===== src/rtl/inst_ram_loader.sv =====
// rtl/inst_ram_loader.sv - boot-time loader that streams bytes into the instruction RAM, zero-fills the rest, then releases the CPU
//
// Ports:
//   clk, rst_n       clock and asynchronous active-low reset
//   start            single-cycle pulse that arms a load (honoured in IDLE and ERROR)
//   in_valid/in_data/in_last, in_ready   byte stream handshake
//   ram_we/ram_addr/ram_wdata            registered RAM write port
//   cpu_run, done    CPU release and load-complete flags
//   overflow_err     stream ran past the last RAM location
//   byte_count, checksum                 accepted byte count and modulo byte sum
module inst_ram_loader #(
  parameter int ADDR_W = 8,
  parameter int DEPTH  = 256,
  parameter int DATA_W = 8
) (
  input  logic              clk,
  input  logic              rst_n,
  input  logic              start,
  input  logic              in_valid,
  input  logic [DATA_W-1:0] in_data,
  input  logic              in_last,
  output logic              in_ready,
  output logic              ram_we,
  output logic [ADDR_W-1:0] ram_addr,
  output logic [DATA_W-1:0] ram_wdata,
  output logic              cpu_run,
  output logic              done,
  output logic              overflow_err,
  output logic [ADDR_W:0]   byte_count,
  output logic [DATA_W-1:0] checksum
);

  typedef enum logic [2:0] {IDLE, LOAD, FILL, DONE, ERROR} state_t;

  localparam logic [ADDR_W-1:0] LAST_ADDR = ADDR_W'(DEPTH - 1);

  state_t            state;
  logic [ADDR_W-1:0] ptr;
  logic              accept;

  assign in_ready = (state == LOAD);
  assign accept   = in_valid && in_ready;

  always_ff @(posedge clk or negedge rst_n) begin
    if (!rst_n) begin
      state        <= IDLE;
      ptr          <= '0;
      ram_we       <= 1'b0;
      ram_addr     <= '0;
      ram_wdata    <= '0;
      cpu_run      <= 1'b0;
      done         <= 1'b0;
      overflow_err <= 1'b0;
      byte_count   <= '0;
      checksum     <= '0;
    end else begin
      ram_we       <= 1'b0;
      // Status flags track the current state, so they rise one cycle after entry.
      done         <= (state == DONE);
      cpu_run      <= (state == DONE);
      // A restart from ERROR drops the flag on the same edge that re-arms LOAD.
      overflow_err <= (state == ERROR) && !start;

      case (state)
        IDLE, ERROR: begin
          if (start) begin
            ptr        <= '0;
            byte_count <= '0;
            checksum   <= '0;
            state      <= LOAD;
          end
        end

        LOAD: begin
          if (accept) begin
            ram_we     <= 1'b1;
            ram_addr   <= ptr;
            ram_wdata  <= in_data;
            byte_count <= byte_count + 1'b1;
            checksum   <= checksum + in_data;
            ptr        <= ptr + 1'b1;
            // The last location ends the load either way; only in_last decides
            // whether that is a clean finish or an over-long stream.
            if (ptr == LAST_ADDR) begin
              state <= in_last ? DONE : ERROR;
            end else if (in_last) begin
              state <= FILL;
            end
          end
        end

        FILL: begin
          ram_we    <= 1'b1;
          ram_addr  <= ptr;
          ram_wdata <= '0;
          ptr       <= ptr + 1'b1;
          if (ptr == LAST_ADDR) begin
            state <= DONE;
          end
        end

        DONE: begin
          // Terminal until reset.
        end

        default: begin
          state <= IDLE;
        end
      endcase
    end
  end

endmodule


===== config.mk =====
export PLATFORM = sky130hd
export DESIGN_NAME = inst_ram_loader
export DESIGN_NICKNAME = d
export VERILOG_FILES = /design/src/rtl/inst_ram_loader.sv
export SDC_FILE = /design/constraint.sdc
export NUM_CORES = 1
export LEC_CHECK = 0
export CAP_MARGIN = 20
export CORE_UTILIZATION = 46
export CTS_BUF_LIST = sky130_fd_sc_hd__clkbuf_16
export CTS_CLUSTER_DIAMETER = 100
export DETAILED_ROUTE_END_ITERATION = 7
export PLACE_DENSITY = 0.76
export SLEW_MARGIN = 25
export SYNTH_ARGS = -nofsm -noshare
export SYNTH_HDL_FRONTEND = slang
export SYNTH_SLANG_ARGS = --single-unit

===== constraint.sdc =====
create_clock -name clk -period 1.8 [get_ports clk]
set_input_delay 0.36 -clock clk [delete_from_list [all_inputs] [get_ports clk]]
set_output_delay 0.36 -clock clk [all_outputs]
set_load 0.02 [all_outputs]

# Yosys cells after proc, flatten, opt, wreduce, memory -nomap -nowiden
# Cells that the tools add are included.
# word_totals
rom_bits	0
memories	0
in_bits	13
reg_bits	47
elab_cells	55
ram_bits	0
output_inout_bits	38
latch_bits	0
# classes
reduce_logical	12
eq_ne	9
n_div	0
shifts	0
n_mux	21
multipliers	0
addsub	3
n_lt_le_gt_ge	0
bitwise_logic	1
# ops
op	n
$pmux W8 S2	3
$mux W8	5
$pmux W8 S3	1
$mux W3	6
$mux W9	2
$pmux W9 S2	1
$pmux W3 S4	1
$add A9 B1 Y9 const B	1
$add A8 B1 Y8 const B	1
$add A8 B8 Y8	1
$eq A8 B8 Y1 const B	1
$eq A3 B2 Y1 const B	2
$reduce_and A3 Y1	2
$reduce_and A5 Y1	1
$ne A2 B2 Y1 const B	2
$reduce_bool A2 Y1	2
$eq A3 B1 Y1 const B	1
$eq A3 B3 Y1 const B	1
$logic_not A3 Y1	1
$ne A3 B2 Y1 const B	1
$reduce_bool A3 Y1	1
$logic_and A1 B1 Y1	2
$ne A2 B1 Y1 const B	1
$pmux W1 S2	1
other kinds (5)	5

# Longest topological paths before layout
# depth
word_depth	4
depth_mapped	8

# Worst setup path after synthesis
# No wires, ideal clock.
# synth_path
path_kind	reg-to-reg
startpoint	register checksum[2]
endpoint	register checksum[7]
arrival_ns	1.734
path_stages_with_launch	7
n_path_buf	0
setup_slack_ns	-0.057
required_ns	1.678
path_cell_list	dfrtp_1 ha_1 a21oi_1 a2111oi_0 o21ai_0 a32oi_1 nand2b_1
# synth_between
elab_chain_cells	3
# synth_lines
item	line_no	text
start: declaration	30	output logic [DATA_W-1:0] checksum
start signal: assignment	80	checksum <= checksum + in_data;
$add A8 B8 Y8	80	
$mux W8	75	if (accept) begin
$pmux W8 S2	64	case (state)
# Every way passes these cells. The select of a mux whose other input is x is not followed.
# A chain may end at the register's enable or synchronous reset.

# Final worst setup path
# layout_path
startpoint	register checksum[0]
endpoint	register checksum[6]
# Same word-level chain as after synthesis.

==> reports/qor.csv <==
metric,value,unit
number of distinct library cells after synthesis,44,
gr ovfl total,0,
"Top FF cell, synth",dfrtp_1,
post-synthesis cell count,234,
Max clock buf depth,2,
# diodes,0,
"top cells by count, synth","dfrtp_1 (47), nand2_1 (38), o21ai_0 (26)",
WL per Instance,14.7,µm
top cell type's share of synthesized area,0.490,
Ports,51,
outcome,finished clean,
Tightest Pin Transition,0.539,ns
Horiz. Die Dim,74.3,µm
Layout area overhead,44.8,%
"EDFF count, synth",0,
router iterations before antenna repair,4,
top post-synthesis cells by area,"dfrtp_1 (49%), nand2_1 (5.9%), o21ai_0 (5.4%), ha_1 (4.7%), mux2_2 (4.2%)",
register bit total from synthesis,47,
crit path time final,1.78,ns
Max Clock Skew,0.00742,ns
final setup fails,0,
crit-path cells,ha_2 > fa_2 > a21oi_4 > o31ai_2 > a21oi_2 > xor2_1 > o21ai_0,
Clock Latency Late Sink,0.29,ns
vias per cell,5.34,
initial antenna violation count,0,
RSZ-0062 raised after global routing,yes,
Pins Over Slew Limit,0,
"Power, Total",4.66,mW
post-cts hold buffer count,0,
leakage,1.60,nW
Port Buf Inserts,50,
sequential share of the synthesized area,0.490,
Critical Path Max Stage Delay,0.41,ns
path type of the worst setup path,register to register,
Hold Slack,0.00360,ns
fmax,563,MHz
Worst Path Max Fanout,2,
H-tree lvl count,2,
TritonCTS buffer count,5,
Final Cycle Share,0.986,
die height,74.3,µm
clock-pin transition on the worst setup and hold timing paths,0.07,ns
detailed-route DRC error count,0,
post-synthesis cell area,2400,µm²
Via Count,2057,
CP required,1.97,ns
slowest CP cell,dfrtp_2,
Filler cells,358,
Placeable Area,4880,µm²
MaxCap Viol Count,0,
global-route wire length before repair,8980,µm
root buffer selected by CTS,clkbuf_16,
Worst IR Drop VDD,701,µV
share of layout cells above drive strength 1,0.264,
layout net count,340,
CP Capture Type,register,
CP Data Arrival Time,1.95,ns
Starting Density,0.492,
GP Congestion,0.856,
relative slew slack,0.640,
CP Launch Type,register,
"area leader, netlist",dfrtp_1,
Antenna Nets Post-Route,0,
die area,5520,µm²
FP Rows,25,
"Hold Vio Cnt, Final",0,
"count leader, synth",dfrtp_1,
aggregate routed wire length,5670,µm
Syn Area/Cell,10.3,µm²
Sink Count,47,
vias in the first global route,1961,
DP Wirelength,3850,µm
largest net degree at the start of global routing,32,
GRT Overall Usage,0.215,
pwr/cell area,1340,nW/µm²
TritonCTS clock tree,yes,
min-delay worst type,input pin to asynchronous set/reset pin,
Ys Warns,0,
Syn Nets,257,
first-iteration detailed-routing DRC count,199,
"Async S/R FF share, synth",1.00,
sequential cells by signal, summed over array words and instances (netlist names):
name / flops
byte_count: 9
ram_addr: 8
ptr: 8
done: 1
checksum: 8
ram_we: 1
overflow_err: 1
ram_wdata: 8
state: 3
per-stage QoR:
stage | TNS (ns) | setup slack [ns] | utilization | area (µm²) | std cells
floorplan | 0 | 0.00863 | - | 2420 | 234
global placement | -3.28 | -0.380 | 0.656 | 3200 | 375
detailed placement | -3.37 | -0.499 | 0.656 | 3200 | 375
CTS | 0 | 0.00230 | 0.696 | 3390 | 384
global route | -0.0367 | -0.0187 | 0.713 | 3480 | 385
finish | 0 | 0.0244 | 0.713 | 3480 | 385
metal layers:
layer,GRT usage,wire (µm),up-vias
li1,-,-,991
met1,0.300,2670,993
met2,0.344,2640,64
met3,0.0393,289,9
met4,0.0608,76,0
met5,0,0,-
critical path, delay by kind of cell (launching register included):
kind,cells,cell delay [ns]
compound gates,4,0.48
fa+ha+maj,2,0.60
flops,1,0.41
xor+xnor,1,0.17
final timing paths:
kind | start | to | slack, ns | cells after the start
worst max-delay path | checksum[0] | checksum[6] | 0.02 | 7
worst min-delay path | rst_n | ram_wdata[4] | 0.004 | 1
worst max register to register | checksum[0] | checksum[6] | 0.02 | 7
worst min register to register | byte_count[8] | byte_count[8] | 0.48 | 1
max in group asynchronous | rst_n | ram_addr[7] | 1.29 | 2
min in group clk | in_data[4] | ram_wdata[4] | 0.38 | 3
what timing repair did:
item,in CTS,in global routing
gates resized for setup,15,13
buffers inserted,1,1
pin swaps,7,3
endpoints found under the hold margin,0,0
setup endpoints to repair,4,4
layout make-up:
type | instances | area (µm²) | share of cell area
clock buffers | 5 | 125 | 0.0360
clock inverters | 3 | 16.3 | 0.00468
inverters | 6 | 25.0 | 0.00719
multi-input cells | 173 | 1270 | 0.365
flip-flops and latches | 47 | 1180 | 0.338
well taps | 67 | 83.8 | 0.0241
repair buffers | 84 | 781 | 0.224
cells by family after synthesis:
group / after synthesis / share of synthesized area
multiplexers: 12 / 0.0547
AND/OR/NAND/NOR: 85 / 0.196
flip-flops: 47 / 0.490
AO/OA/AOI/OAI: 60 / 0.144
XOR/XNOR: 6 / 0.0219
buffers and inverters: 14 / 0.0380
adder cells (fa/ha/maj): 10 / 0.0552
cell usage in the layout (no fill, tap or decap), types with 5 or more instances in the layout:
cell,netlist,layout
nand3_1,7,6
nor2_1,11,10
o21ai_1,3,5
clkdlybuf4s50_1,0,41
inv_1,5,5
dfrtp_1,47,46
o21ai_0,26,24
a31oi_1,6,6
nand4_1,5,5
ha_4,0,5
clkbuf_16,0,5
buf_4,1,32
mux2_2,9,9
nand2_1,38,37
a21oi_1,16,11
where the power goes:
group	switching, mW	internal, mW	leakage (nW)
sequential	0.217	1.30	0.625
combinational	1.10	1.15	0.904
clock	0.390	0.507	0.0710
total	1.70	2.96	1.60
Note: power is estimated with default switching activity, not from simulation.
